## config.mk

```make
export PLATFORM = sky130hd
export DESIGN_NAME = xor_arbiter
export DESIGN_NICKNAME = d
export VERILOG_FILES = /design/src/rtl/xor_arbiter_pkg.sv /design/src/rtl/xor_core.sv /design/src/rtl/xor_arbiter.sv
export SDC_FILE = /design/constraint.sdc
export NUM_CORES = 1
export LEC_CHECK = 0
export CORE_MARGIN = 2
export CORE_UTILIZATION = 34
export CTS_CLUSTER_SIZE = 30
export DETAILED_ROUTE_END_ITERATION = 7
export PLACE_DENSITY = 0.72
export SLEW_MARGIN = 40
export SYNTH_ARGS = -nofsm -noshare
export SYNTH_HDL_FRONTEND = slang
export SYNTH_HIERARCHICAL = 1
export SYNTH_SLANG_ARGS = --single-unit
```

## constraint.sdc

```tcl
create_clock -name clock -period 2.05 [get_ports clock]
set_clock_uncertainty 0.2 [all_clocks]
set_input_delay 0.41 -clock clock [delete_from_list [all_inputs] [get_ports clock]]
set_output_delay 0.41 -clock clock [all_outputs]
set_load 0.05 [all_outputs]
```

## src/rtl/xor_arbiter_pkg.sv

```systemverilog
`default_nettype none
// ============================================================================
//  Module  : xor_arbiter_pkg
//  Brief   : Shared types and constants for the round-robin XOR arbiter:
//            FSM state enum, ID-width helper and grant-counter saturation value.
//  Rev     : 1.0  initial release
// ============================================================================
package xor_arbiter_pkg;

    // IDLE: no response held; RESP: response register holds a result
    typedef enum logic [0:0] {
        IDLE = 1'b0,
        RESP = 1'b1
    } state_t;

    // Saturation value of the optional grant counter
    localparam logic [15:0] STAT_MAX = 16'hFFFF;

    // Width needed to encode a requester index; never less than one bit
    function automatic int clog2(input int n);
        int w;
        w = 0;
        for (int i = 0; i < 31; i++) begin
            if ((1 << i) < n) begin
                w = i + 1;
            end
        end
        return (w < 1) ? 1 : w;
    endfunction

endpackage : xor_arbiter_pkg
`default_nettype wire

```

## src/rtl/xor_core.sv

```systemverilog
`default_nettype none
// ============================================================================
//  Module  : xor_core
//  Brief   : Combinational XOR reduction of one WIDTH-bit operand.
//  Rev     : 1.0  initial release
// ============================================================================
module xor_core #(
    parameter int WIDTH = 2
) (
    input  logic [WIDTH-1:0] operand,
    output logic             result
);

    assign result = ^operand;

endmodule : xor_core
`default_nettype wire

```

## src/rtl/xor_arbiter.sv

```systemverilog
`default_nettype none
// ============================================================================
//  Module  : xor_arbiter
//  Brief   : Round-robin arbiter sharing one XOR-reduction unit among
//            NUM_REQ requesters. One-cycle latency, one registered response
//            slot, back-to-back service while the consumer is ready.
//  Config  : define XOR_ARBITER_STATS_EN to add the 16-bit saturating
//            stat_grants output.
//  Rev     : 1.0  initial release
// ============================================================================
module xor_arbiter
    import xor_arbiter_pkg::*;
#(
    parameter int NUM_REQ = 4,
    parameter int WIDTH   = 2
) (
    input  logic                        clock,
    input  logic                        reset,
    input  logic [NUM_REQ-1:0]          req_valid,
    input  logic [NUM_REQ*WIDTH-1:0]    req_data,
    output logic [NUM_REQ-1:0]          req_ready,
    output logic                        resp_valid,
    output logic [clog2(NUM_REQ)-1:0]   resp_id,
    output logic                        resp_data,
    input  logic                        resp_ready
`ifdef XOR_ARBITER_STATS_EN
    ,
    output logic [15:0]                 stat_grants
`endif
);

    localparam int ID_W = clog2(NUM_REQ);

    state_t            r_state;
    state_t            w_state_next;
    logic [ID_W-1:0]   r_rr_ptr;
    logic [ID_W-1:0]   r_resp_id;
    logic              r_resp_data;

    logic              w_accept;
    logic              w_found;
    logic [ID_W-1:0]   w_grant_idx;
    logic              w_grant;
    logic [WIDTH-1:0]  w_operand;
    logic              w_xor_out;
    logic [ID_W-1:0]   w_next_ptr;

    // A new operand may be taken when the response slot is empty or being drained
    assign w_accept = (r_state == IDLE) || resp_ready;
    assign w_grant  = reset && w_accept && w_found;

    // Search upward from rr_ptr for the first valid requester, wrapping at NUM_REQ
    always_comb begin
        int          cand;
        logic [ID_W-1:0] cand_idx;
        w_found     = 1'b0;
        w_grant_idx = '0;
        cand        = 0;
        cand_idx    = '0;
        for (int i = 0; i < NUM_REQ; i++) begin
            cand = int'(r_rr_ptr) + i;
            if (cand >= NUM_REQ) begin
                cand = cand - NUM_REQ;
            end
            cand_idx = ID_W'(cand);
            if (!w_found && req_valid[cand_idx]) begin
                w_found     = 1'b1;
                w_grant_idx = cand_idx;
            end
        end
    end

    // One-hot ready to the granted requester, and operand selection for the XOR unit
    always_comb begin
        req_ready = '0;
        w_operand = '0;
        if (w_grant) begin
            req_ready[w_grant_idx] = 1'b1;
        end
        for (int i = 0; i < NUM_REQ; i++) begin
            if (w_grant_idx == ID_W'(i)) begin
                w_operand = req_data[i*WIDTH +: WIDTH];
            end
        end
    end

    xor_core #(
        .WIDTH (WIDTH)
    ) u_xor_core (
        .operand (w_operand),
        .result  (w_xor_out)
    );

    assign w_next_ptr = (w_grant_idx == ID_W'(NUM_REQ - 1)) ? '0 : (w_grant_idx + ID_W'(1));

    // Next-state: on accept, hold a response if something was granted, else go idle
    always_comb begin
        w_state_next = r_state;
        if (w_accept) begin
            w_state_next = w_found ? RESP : IDLE;
        end
    end

    // State register; reset discards any held response
    always_ff @(posedge clock) begin
        if (!reset) begin
            r_state <= IDLE;
        end else begin
            r_state <= w_state_next;
        end
    end

    // Response register and round-robin pointer update on each grant
    always_ff @(posedge clock) begin
        if (!reset) begin
            r_resp_id   <= '0;
            r_resp_data <= 1'b0;
            r_rr_ptr    <= '0;
        end else if (w_grant) begin
            r_resp_id   <= w_grant_idx;
            r_resp_data <= w_xor_out;
            r_rr_ptr    <= w_next_ptr;
        end
    end

    assign resp_valid = (r_state == RESP);
    assign resp_id    = r_resp_id;
    assign resp_data  = r_resp_data;

`ifdef XOR_ARBITER_STATS_EN
    logic [15:0] r_stat_grants;

    // Saturating grant counter
    always_ff @(posedge clock) begin
        if (!reset) begin
            r_stat_grants <= '0;
        end else if (w_grant && (r_stat_grants != STAT_MAX)) begin
            r_stat_grants <= r_stat_grants + 16'd1;
        end
    end

    assign stat_grants = r_stat_grants;
`endif

endmodule : xor_arbiter
`default_nettype wire

```

==> impl_metrics.ini <==
[power_and_ir_drop]
leakagePower_nw = 0.431
power_uw = 740
ir_drop_mv = 0.459
pwr_density_cell_mw_per_mm2 = 749

[yosys]
yosys_register_bits = 6
synth_top_area_share_pct = 25.4
synthAdderAreaFrac_pct = 10.6
yosys.area_share.simple_pct = 36.8
netlist_top_cells_area = dfxtp_1 (25%), ha_1 (11%), o21ai_1 (8.5%), nand2_1 (7.1%), a21oi_1 (5.3%)
synth.largest_area_cell = dfxtp_1
synthFlopType = dfxtp_1
async_reset_ff_share_pct = 0
synth.cell_area_um2 = 473
synth_mux_area_share_pct = 2.12
synth-xor-area-share_pct = 1.85
synth-compound-area-share_pct = 20.1
synth.most_common_cell = nand2_1
ys_seq_area_share_pct = 25.4
ys_types = 22
syn_nets = 80
yosys_warnings = 6
synth_common_cells = nand2_1 (9), o21ai_1 (8), dfxtp_1 (6), a21oi_1 (5)
syn_avg_cell_area_um2 = 7.75
synthCells = 61
synth_edf_count = 0
synth_top_family_by_area = simple AND/OR/NAND/NOR gates

[worst_setup_path]
crit_path_start_kind = flop
worstPathRequired_ns = 1.44
crit_fanout = 6
r2r_slack_ns = -0.14
crit_type = reg -> out
arrival_ns = 1.68
crit_path_end_kind = primary output

[floorplanning]
ios = 23
die_area_mm2 = 0.00171
num_rows = 13
core_area_mm2 = 0.00130
dieHeight_um = 41.3
start_util_pct = 36.3
dieWidth_um = 41.3

[placed_design]
place_ws_ns = -0.770
place_congestion = 0.743
place.detailed.hpwl_um = 1020
dpl_cell_area_um2 = 863
io_buffers = 22

[timing]
fmax_mhz = 436
relSlewSlack_pct = 80.5
finalCritPeriodShare_pct = 112
fin_crit_ns = 2.29
timing.setup.tns_ns = -1.03
tightest_slew_ns = 0.291
finalSetupViolations = 5
maxSlewViolCount = 0
hold_viol = 0
rsz0062_at_grt = yes
fin_ws_ns = -0.244

[cells_and_area]
drive_above_1_share_pct = 55.7
layout.nets = 127
antennaDiodeCount = 0
final_core_util_pct = 75.9
final_area_um2 = 987
area_delta_synth_final_pct = 109

[clock_tree]
numCtsBuffers = 3
cts_tree = built
cts_root_buffer = clkbuf_4
insertion_delay_ns = 0.24
clk_pin_slew_ns = 0.05
htreeDepth = 1
numClockSinks = 6
clock_path_buffers = 2

[global_routing]
grt_pass1_wl_um = 2120
overflow = 0
grt_max_degree = 8
grt_pass1_vias = 570
track_usage_pct = 18.8
antenna_found_initial = 0

[route]
drt-pass1-iter-count = 4
via_per_inst = 4.93
drt-wirelength-per-cell_um = 11.4
drc = 0
ant_nets = 0
dr.first_iter.drc_count = 5
num_vias = 596
finalWirelength_um = 1380

[run]
maxCapViolCount = 0

[status]
violations = negative setup slack
status = complete, but fails checks

[worst_hold_path]
min_path_type = reg -> reg
[flip-flops by register name (all words and copies together) (netlist names)]
signal,count
r_rr_ptr,2
resp_data,1
resp_id,2
resp_valid,1
[what timing repair did]
action | 4_1_cts | 5_1_grt
endpoints found under the setup margin | 8 | 5
pin swaps | 10 | 3
resized for setup | 35 | 0
setup buffers | 5 | 1
hold buffers | 0 | 0
[kinds of logic (layout without fill, tap and decap cells)]
kind of cell / after synthesis / count (layout)
AND/OR/NAND/NOR: 28 / 28
AO/OA/AOI/OAI: 17 / 17
flip-flops: 6 / 6
adder cells (fa/ha/maj): 4 / 4
buffers and inverters: 4 / 49
XOR/XNOR: 1 / 1
multiplexers: 1 / 1
[cell usage in the layout, fill, tap and decap left out, drive strengths merged, types with 4 or more instances in the layout]
cell,count
buf,32
inv,4
nand3,4
ha,4
clkdlybuf4s50,10
dfxtp,6
a21oi,5
o21ai,8
nand2,9
nor2,4
[where the power goes]
| part | leakage [nW] | internal, mW | switching [mW] | total (mW) |
|---|---|---|---|---|
| registers | 0.0508 | 0.145 | 0.0198 | 0.164 |
| logic | 0.366 | 0.224 | 0.245 | 0.469 |
| clock network | 0.0138 | 0.0661 | 0.0404 | 0.106 |
[metal layers]
layer / wire length (µm) / up-vias / GRT usage [%]
met2: 734 / 24 / 41.4
met4: 0 / 0 / 2.42
met3: 100 / 0 / 3.19
met1: 548 / 263 / 17.5
met5: 0 / - / 0
li1: - / 309 / -
[worst max-delay path: stages, from the launching register on]
cell	delay, ns
dfxtp_4	0.37
a21oi_1	0.06
o21a_1	0.16
o22ai_1	0.17
buf_4	0.18
inv_2	0.07
ha_4	0.16
and2_4	0.14
buf_12	0.14
[layout make-up]
cell class / count / area (µm²)
inverters: 4 / 17.5
well taps: 15 / 18.8
flip-flops and latches: 6 / 125
repair buffers: 42 / 375
clock buffers: 3 / 22.5
multi-input cells: 51 / 428
fillers: 98 / 314
[final timing paths]
check,startpoint,endpoint,cells past startpoint
setup / recovery,r_rr_ptr[1]$_SDFFE_PN0P_,req_ready[3],8
hold / removal,resp_data$_SDFFE_PN0P_,resp_data$_SDFFE_PN0P_,2
setup reg to reg,r_rr_ptr[1]$_SDFFE_PN0P_,resp_data$_SDFFE_PN0P_,14
hold reg to reg,resp_data$_SDFFE_PN0P_,resp_data$_SDFFE_PN0P_,2
[through the flow]
| step | std cells | hold slack, ns |
|---|---|---|
| 6_report | 121 | 0.261 |
| 4_1_cts | 120 | 0.260 |
| 5_1_grt | 121 | 0.276 |
| 2_1_floorplan | 61 | 0.267 |
| 3_5_place_dp | 112 | 0.249 |
| 3_3_place_gp | 112 | 0.246 |
Power figures use the tool's default switching activity.
